==> src/rtl/button_event_sched.sv <==
// button_event_sched: sync+debounce btn_i into st_o, one-deep edge slot per channel, round-robin serve on ev_valid/ev_ready/ev_id/ev_up, sticky ovf_o cleared by ovf_clr
module button_event_sched #(
  parameter int N = 4,
  parameter int STABLE = 3,
  parameter int IDW = (N > 1) ? $clog2(N) : 1
) (
  input  logic           clk,
  input  logic           rst,
  input  logic [N-1:0]   btn_i,
  output logic [N-1:0]   st_o,
  output logic           ev_valid,
  input  logic           ev_ready,
  output logic [IDW-1:0] ev_id,
  output logic           ev_up,
  output logic [N-1:0]   ovf_o,
  input  logic           ovf_clr
);
  localparam int CW = $clog2(STABLE + 1);
  logic [N-1:0] s1, s, gen, slot_v, slot_t, cons, ovf_set;
  logic [CW-1:0] cnt [N];
  logic [IDW-1:0] ptr, gnt, j;
  logic any, load;
  always_comb begin
    load = !ev_valid || ev_ready;
    gnt = '0;
    any = 1'b0;
    j = '0;
    for (int i = N; i >= 1; i--) begin
      j = IDW'((int'(ptr) + i) % N);
      if (slot_v[j]) begin
        gnt = j;
        any = 1'b1;
      end
    end
    for (int k = 0; k < N; k++) begin
      gen[k] = (s[k] != st_o[k]) && (cnt[k] == CW'(STABLE - 1));
      cons[k] = load && any && (int'(gnt) == k);
      ovf_set[k] = gen[k] && slot_v[k] && !cons[k];
    end
  end
  always_ff @(posedge clk or posedge rst) begin
    if (rst) begin
      s1 <= '0;
      s <= '0;
      st_o <= '0;
      slot_v <= '0;
      slot_t <= '0;
      ovf_o <= '0;
      ev_valid <= 1'b0;
      ev_id <= '0;
      ev_up <= 1'b0;
      ptr <= IDW'(N - 1);
      for (int k = 0; k < N; k++) cnt[k] <= '0;
    end else begin
      s1 <= btn_i;
      s <= s1;
      for (int k = 0; k < N; k++) cnt[k] <= (s[k] == st_o[k] || gen[k]) ? '0 : cnt[k] + 1'b1;
      st_o <= (st_o & ~gen) | (s & gen);
      slot_v <= gen | (slot_v & ~cons);
      slot_t <= (slot_t & ~gen) | (s & gen);
      ovf_o <= (ovf_clr ? '0 : ovf_o) | ovf_set;
      if (load) begin
        ev_valid <= any;
        if (any) begin
          ev_id <= gnt;
          ev_up <= slot_t[gnt];
          ptr <= gnt;
        end
      end
    end
  end
endmodule

==> config.mk <==
export PLATFORM = sky130hd
export DESIGN_NAME = button_event_sched
export DESIGN_NICKNAME = d
export VERILOG_FILES = /design/src/rtl/button_event_sched.sv
export SDC_FILE = /design/constraint.sdc
export NUM_CORES = 1
export LEC_CHECK = 0
export ABC_AREA = 1
export BUFFER_PORTS_ARGS = -buffer_cell sky130_fd_sc_hd__buf_2
export CELL_PAD_IN_SITES_DETAIL_PLACEMENT = 1
export CELL_PAD_IN_SITES_GLOBAL_PLACEMENT = 1
export CORE_ASPECT_RATIO = 0.9
export CORE_MARGIN = 2
export CORE_UTILIZATION = 35
export DETAILED_ROUTE_END_ITERATION = 12
export GPL_ROUTABILITY_DRIVEN = 0
export HOLD_SLACK_MARGIN = 0.06
export PLACE_DENSITY_LB_ADDON = 0.15
export SKIP_LAST_GASP = 1
export SLEW_MARGIN = 10
export SYNTH_ARGS = -nofsm -noshare
export SYNTH_HDL_FRONTEND = slang
export SYNTH_SLANG_ARGS = --single-unit
export TNS_END_PERCENT = 10
==> constraint.sdc <==
create_clock -name clk -period 1.8 [get_ports clk]
set_input_delay 0 -clock clk [delete_from_list [all_inputs] [get_ports clk]]
set_output_delay 0 -clock clk [all_outputs]
set_load 0.005 [all_outputs]
After elaboration in Yosys (flattened, before gate mapping) --
Index checks and enable logic that the tools add are counted.
Word-level totals: bits in registers 38, input port bits 8, output and inout bits 12, logic and storage cells 104
Cells by class: add/subtract/negate cells 8, magnitude comparators 5, eq/ne operators 15, mux-type cells 23, bitwise logic cells 10, reductions and logical operators 29
Operator list (count):
- $logic_and 1x1->1 | 17
- $and 4x4->4 | 4
- $mux 2 | 8
- $or 4x4->4 | 4
- $lt 2x3->1 const B | 5
- $add 2x1->2 const B | 6
- $eq 2x2->1 const B | 6
- $bmux 1 s2 | 5
- $mux 1 | 9
- $not 4->4 | 2
- $logic_not 1->1 | 5
- $logic_or 1x1->1 | 5
- $add 2x2->2 const B | 2
- $eq 1x1->1 | 4
- $mux 4 | 1
- $ne 1x1->1 | 4
- $eq 2x1->1 const B | 1
- $logic_not 2->1 | 1
- $reduce_and 2->1 | 1

Depth between registers and ports, before layout --
word-level depth 12, mapped depth 15, gate-level depth less buffers 14

Worst setup path after synthesis --
OpenSTA, ideal clock, no wires.
path kind register to register, start point register ptr[0], end point register ovf_o[0], data arrival time 1458 ps, setup slack 225 ps, cell stages (with the launch flop) 15, path buffers 1, cell sequence dfstp_2 -> buf_6 -> inv_6 -> nand2_2 -> nand2_2 -> nand2_1 -> nand2_2 -> inv_2 -> nand2_1 -> nand2_2 -> nand2_4 -> nor2_2 -> nand2_1 -> nand2_2 -> o21ai_2
On the way: longest elaborated chain between the ends 12, elaborated cells on any way between the ends 26, those cells by class 4 x add/sub; 16 x mux; 1 x bitwise; 5 x reduce/logical
Ends and longest elaborated chain:
- from (decl) | line 21 | logic [IDW-1:0] ptr, gnt, j;
- from (signal assigned) | line 52 | ptr <= IDW'(N - 1);
- from (signal assigned) | line 67 | ptr <= gnt;
- $add 2x1->2 | line 29 | j = IDW'((int'(ptr) + i) % N);
- $bmux 1 s2 | line 30 | if (slot_v[j]) begin
- $mux 1 (implied by the code) | line 30
- $mux 2 / $mux 1 (equally long branches) (4 in a row) | line 30
- $logic_not 2->1 / $logic_and 1x1->1 (equally long branches) | line 37 | cons[k] = load && any && (int'(gnt) == k);
- $logic_and 1x1->1 * | line 37
- $logic_not 1->1 * | line 38 | ovf_set[k] = gen[k] && slot_v[k] && !cons[k];
- $logic_and 1x1->1 * | line 38
- $or 4x4->4 * | line 61 | ovf_o <= (ovf_clr ? '0 : ovf_o) | ovf_set;
- to (signal assigned) | line 61
- to (decl) | line 15 | output logic [N-1:0] ovf_o,
Every way passes the cells marked *; elsewhere a longest branch is shown, timed or not. The select of a mux whose other input is x is not followed. A chain may end at the register's enable or synchronous reset.

Worst setup path after layout --
start point register ptr[0], end point register ev_up
On the way: longest elaborated chain between the ends 9, elaborated cells on any way between the ends 23, those cells by class 4 x add/sub; 18 x mux; 1 x reduce/logical
Ends and longest elaborated chain:
- $add 2x1->2 | line 29
- $bmux 1 s2 | line 30
- $mux 1 (implied by the code) | line 30
- $mux 2 (4 in a row) | line 30
- $bmux 1 s2 | line 66 | ev_up <= slot_t[gnt];
- $mux 1 (implied by the code) | line 66
- to (signal assigned) | line 66
- to (decl) | line 14 | output logic ev_up,
Several ways; a longest one is shown, not always the timed one. The select of a mux whose other input is x is not followed.

==> out/metrics.csv <==
metric,value,unit
status,finished clean,
hold depth,2,
"Largest stage delay, worst path",0.64,ns
setup violators final,0,
Synth Warn #,0,
slowest CP cell,dfstp_2,
critical path arrival,1.97,ns
clk buf depth,2,
initial antenna violation count,0,
grt total ovfl,0,
capturing point of the worst reg2reg path,ev_up$_DFFE_PP0P_,
flop2flop setup slack,0.02,ns
Die W,77.85,um
WHS Endpoint,s1[1]$_DFF_PP0_,
Worst path top cell family by delay,simple AND/OR/NAND/NOR gates,
Setup CP Type,flop to flop,
syn nets,202,
Slew Limit Fails,0,
Clock Skew,0.005072,ns
CTS sink count,38,
Worst-path clk slew,0.07,ns
Layout area overhead,23.09,%
DRC viols,0,
Starting Density,35.98,%
Reg power frac,34.6,%
register area share after synthesis,55.50,%
htree depth,2,
Worst EP required,1.99,ns
Most common cell on crit path,nand2_1,
ANT cells,0,
"flops & latches, synth",38,
type of origin of the critical path,flop,
largest net degree at the start of global routing,39,
final hold vios,0,
Detail Placement HPWL,2707,um
Critical path buffers and inverters,1,
hold path start,btn_i[1],
worst vdd ir,678.0,uV
vias in the first global route,1354,
cell chain of the critical path,"nand2_1, o21ai_2, nand2_2, nand2_2, inv_2, nand2_1, nand2_2, nand2_4, nand2_1, nand3_1, nand2_1, nand2_1, nand2_1",
Power Density,1884,mW/mm2
Final Cycle Share,99.06,%
relative slew slack,68.94,%
first-pass GRT wire length,6065,um
area of the die,0.005486,mm2
met3 Use GR,4.651,%
RR Startpoint,ptr[0]$_DFFE_PP1P_,
Post-Route Setup TNS,0,ns
"commonest non-fill, non-tap cell in the layout",nand2_1,
Slew @ Worst Pin,0.4659,ns
GRT met1 Usage,16.82,%
"Max FO, Critical Path",8,
RSZ-0062 raised after global routing,true,
fraction of final layout cells sized beyond drive strength 1,31.42,%
total power,3.984,mW
Routed WL,3558,um
R2R depth,13,
class of the worst hold path,input pin to flop,
Die Ht,70.47,um
Ports,20,
worst skew pair latency,0.29,ns
Fmax,0.5609,GHz
Port Buffers,19,
crit path time final,1.783,ns
switching share of total power,44.72,%
switching power total,1.782,mW
routed via count,1321,
met2 Use GR,25.00,%
Int Pwr,2.202,mW
mean post-synth cell area,9.042,um2
# nets final,237,
"commonest cells after routing, fill and taps aside","49 x nand2_1, 36 x dfrtp_1, 24 x inv_1",
area of the mapped netlist,0.001718,mm2
Core Footprint,0.004775,mm2
cell count after synthesis,190,
Comb pwr share,50.2,%
GRT Max-Usage Layer,met2,
Worst setup EP type,flop,
num rows,24,
CTS root buf,clkbuf_8,
Pre-antenna DRT Iters,4,
Clk pwr share,15.3,%
Synth cell types,24,
vias per inst,4.540,
Total Routing Usage GR,14.35,%
CTS Buf Count,5,
Leak,1.089,nW
Final ANT Viol Nets,0,
1st-iter DRT viols,33,
CTS tree,built,
Max Cap Violations,0,
post-DR wirelength/cell,12.23,um
power by group through the flow:
stage	combinational [mW]	clock [mW]	sequential, mW
3_5_place_dp	1.82	0	1.39
4_1_cts	1.86	0.630	1.38
2_1_floorplan	1.40	0	1.33
5_1_grt	2.29	0.671	1.42
3_3_place_gp	1.72	0	1.37
6_report	2.00	0.608	1.38
cells in the mapped netlist:
cell type,instances,share of area (%)
xnor2_1,4,2.0
nor3_2,1,0.58
nand2_2,8,2.9
o21ai_1,2,0.58
inv_2,3,0.66
nand2_1,58,13
nand3_1,8,2.3
nor2_2,2,0.73
dfstp_2,2,3.1
o21bai_2,1,0.66
ha_1,4,2.9
or2_2,4,1.5
o22ai_1,4,1.5
nor2_1,14,3.1
o21ai_0,4,1.2
buf_6,1,0.66
inv_1,24,5.2
nand2_4,2,1.3
inv_6,1,0.51
dfrtp_1,36,52
nor2_4,1,0.66
a21oi_1,1,0.29
nand3_2,1,0.58
o21ai_2,4,2.0
worst max-delay path by stage:
| stage | from | to | slack [ns] | depth (start not counted) |
|---|---|---|---|---|
| after floorplan | ptr[0]$_DFFE_PP1P_ | ovf_o[0]$_DFF_PP0_ | 0.22 | 14 |
| after global placement | ptr[0]$_DFFE_PP1P_ | ovf_o[1]$_DFF_PP0_ | 0.1 | 11 |
| after detailed placement | ptr[0]$_DFFE_PP1P_ | ev_up$_DFFE_PP0P_ | -0.001 | 12 |
| after CTS | ptr[0]$_DFFE_PP1P_ | ovf_o[1]$_DFF_PP0_ | -0.006 | 11 |
| after global routing | ptr[0]$_DFFE_PP1P_ | ev_up$_DFFE_PP0P_ | -0.13 | 13 |
| final | ptr[0]$_DFFE_PP1P_ | ev_up$_DFFE_PP0P_ | 0.02 | 13 |
what timing repair did:
item | in CTS | in global routing
hold buffers | 7 | 0
cloned | 0 | 0
endpoints found under the hold margin | 45 | 0
setup buffers | 0 | 2
resized for setup | 1 | 12
pin swaps | 0 | 1
setup endpoints to repair | 1 | 11
cell type report:
cell class	instances	area, um2
multi-input combinational	123	686.9
tap	65	81.33
clock buffer	6	82.58
timing repair buffer	29	187.7
fill	555	2660
clock inverter	2	12.51
inverter	28	110.1
sequential	38	953.4
metal layers:
layer  vias to the layer above  share of wire [%]
li1                        657                  -
met1                       640                 42
met2                        16                 53
met3                         8                3.2
met4                         0                1.6
met5                         -                  0
kinds of logic (layout without fill, tap and decap cells):
logic type / Yosys count / after routing / share of synthesized area (%)
AO/OA/AOI/OAI: 16 / 16 / 6.190
XOR/XNOR: 4 / 4 / 2.039
adder cells (fa/ha/maj): 4 / 4 / 2.913
buffers and inverters: 29 / 65 / 7.065
flip-flops: 38 / 38 / 55.50
AND/OR/NAND/NOR: 99 / 99 / 26.29
stage by stage:
stage	setup WS (ns)	area (um2)	std cells	hold slack, ns	utilization (%)
after CTS	-0.006217	2059	289	0.3380	43.13
final	0.01700	2115	291	0.3492	44.29
after global routing	-0.1284	2115	291	0.3376	44.29
after detailed placement	-0.0009958	1891	274	0.1099	39.60
after global placement	0.09736	1891	274	0.1077	39.60
after floorplan	0.2250	1718	190	0.03143	-
worst register-to-register path, delay by kind of cell (launching register included):
family / cells / cell delay (ns)
and+or+nand+nor: 11 / 0.89
DFF: 1 / 0.64
AOI/OAI and AO/OA: 1 / 0.12
buffers and inverters: 1 / 0.05
Power figures use the tool's default switching activity.
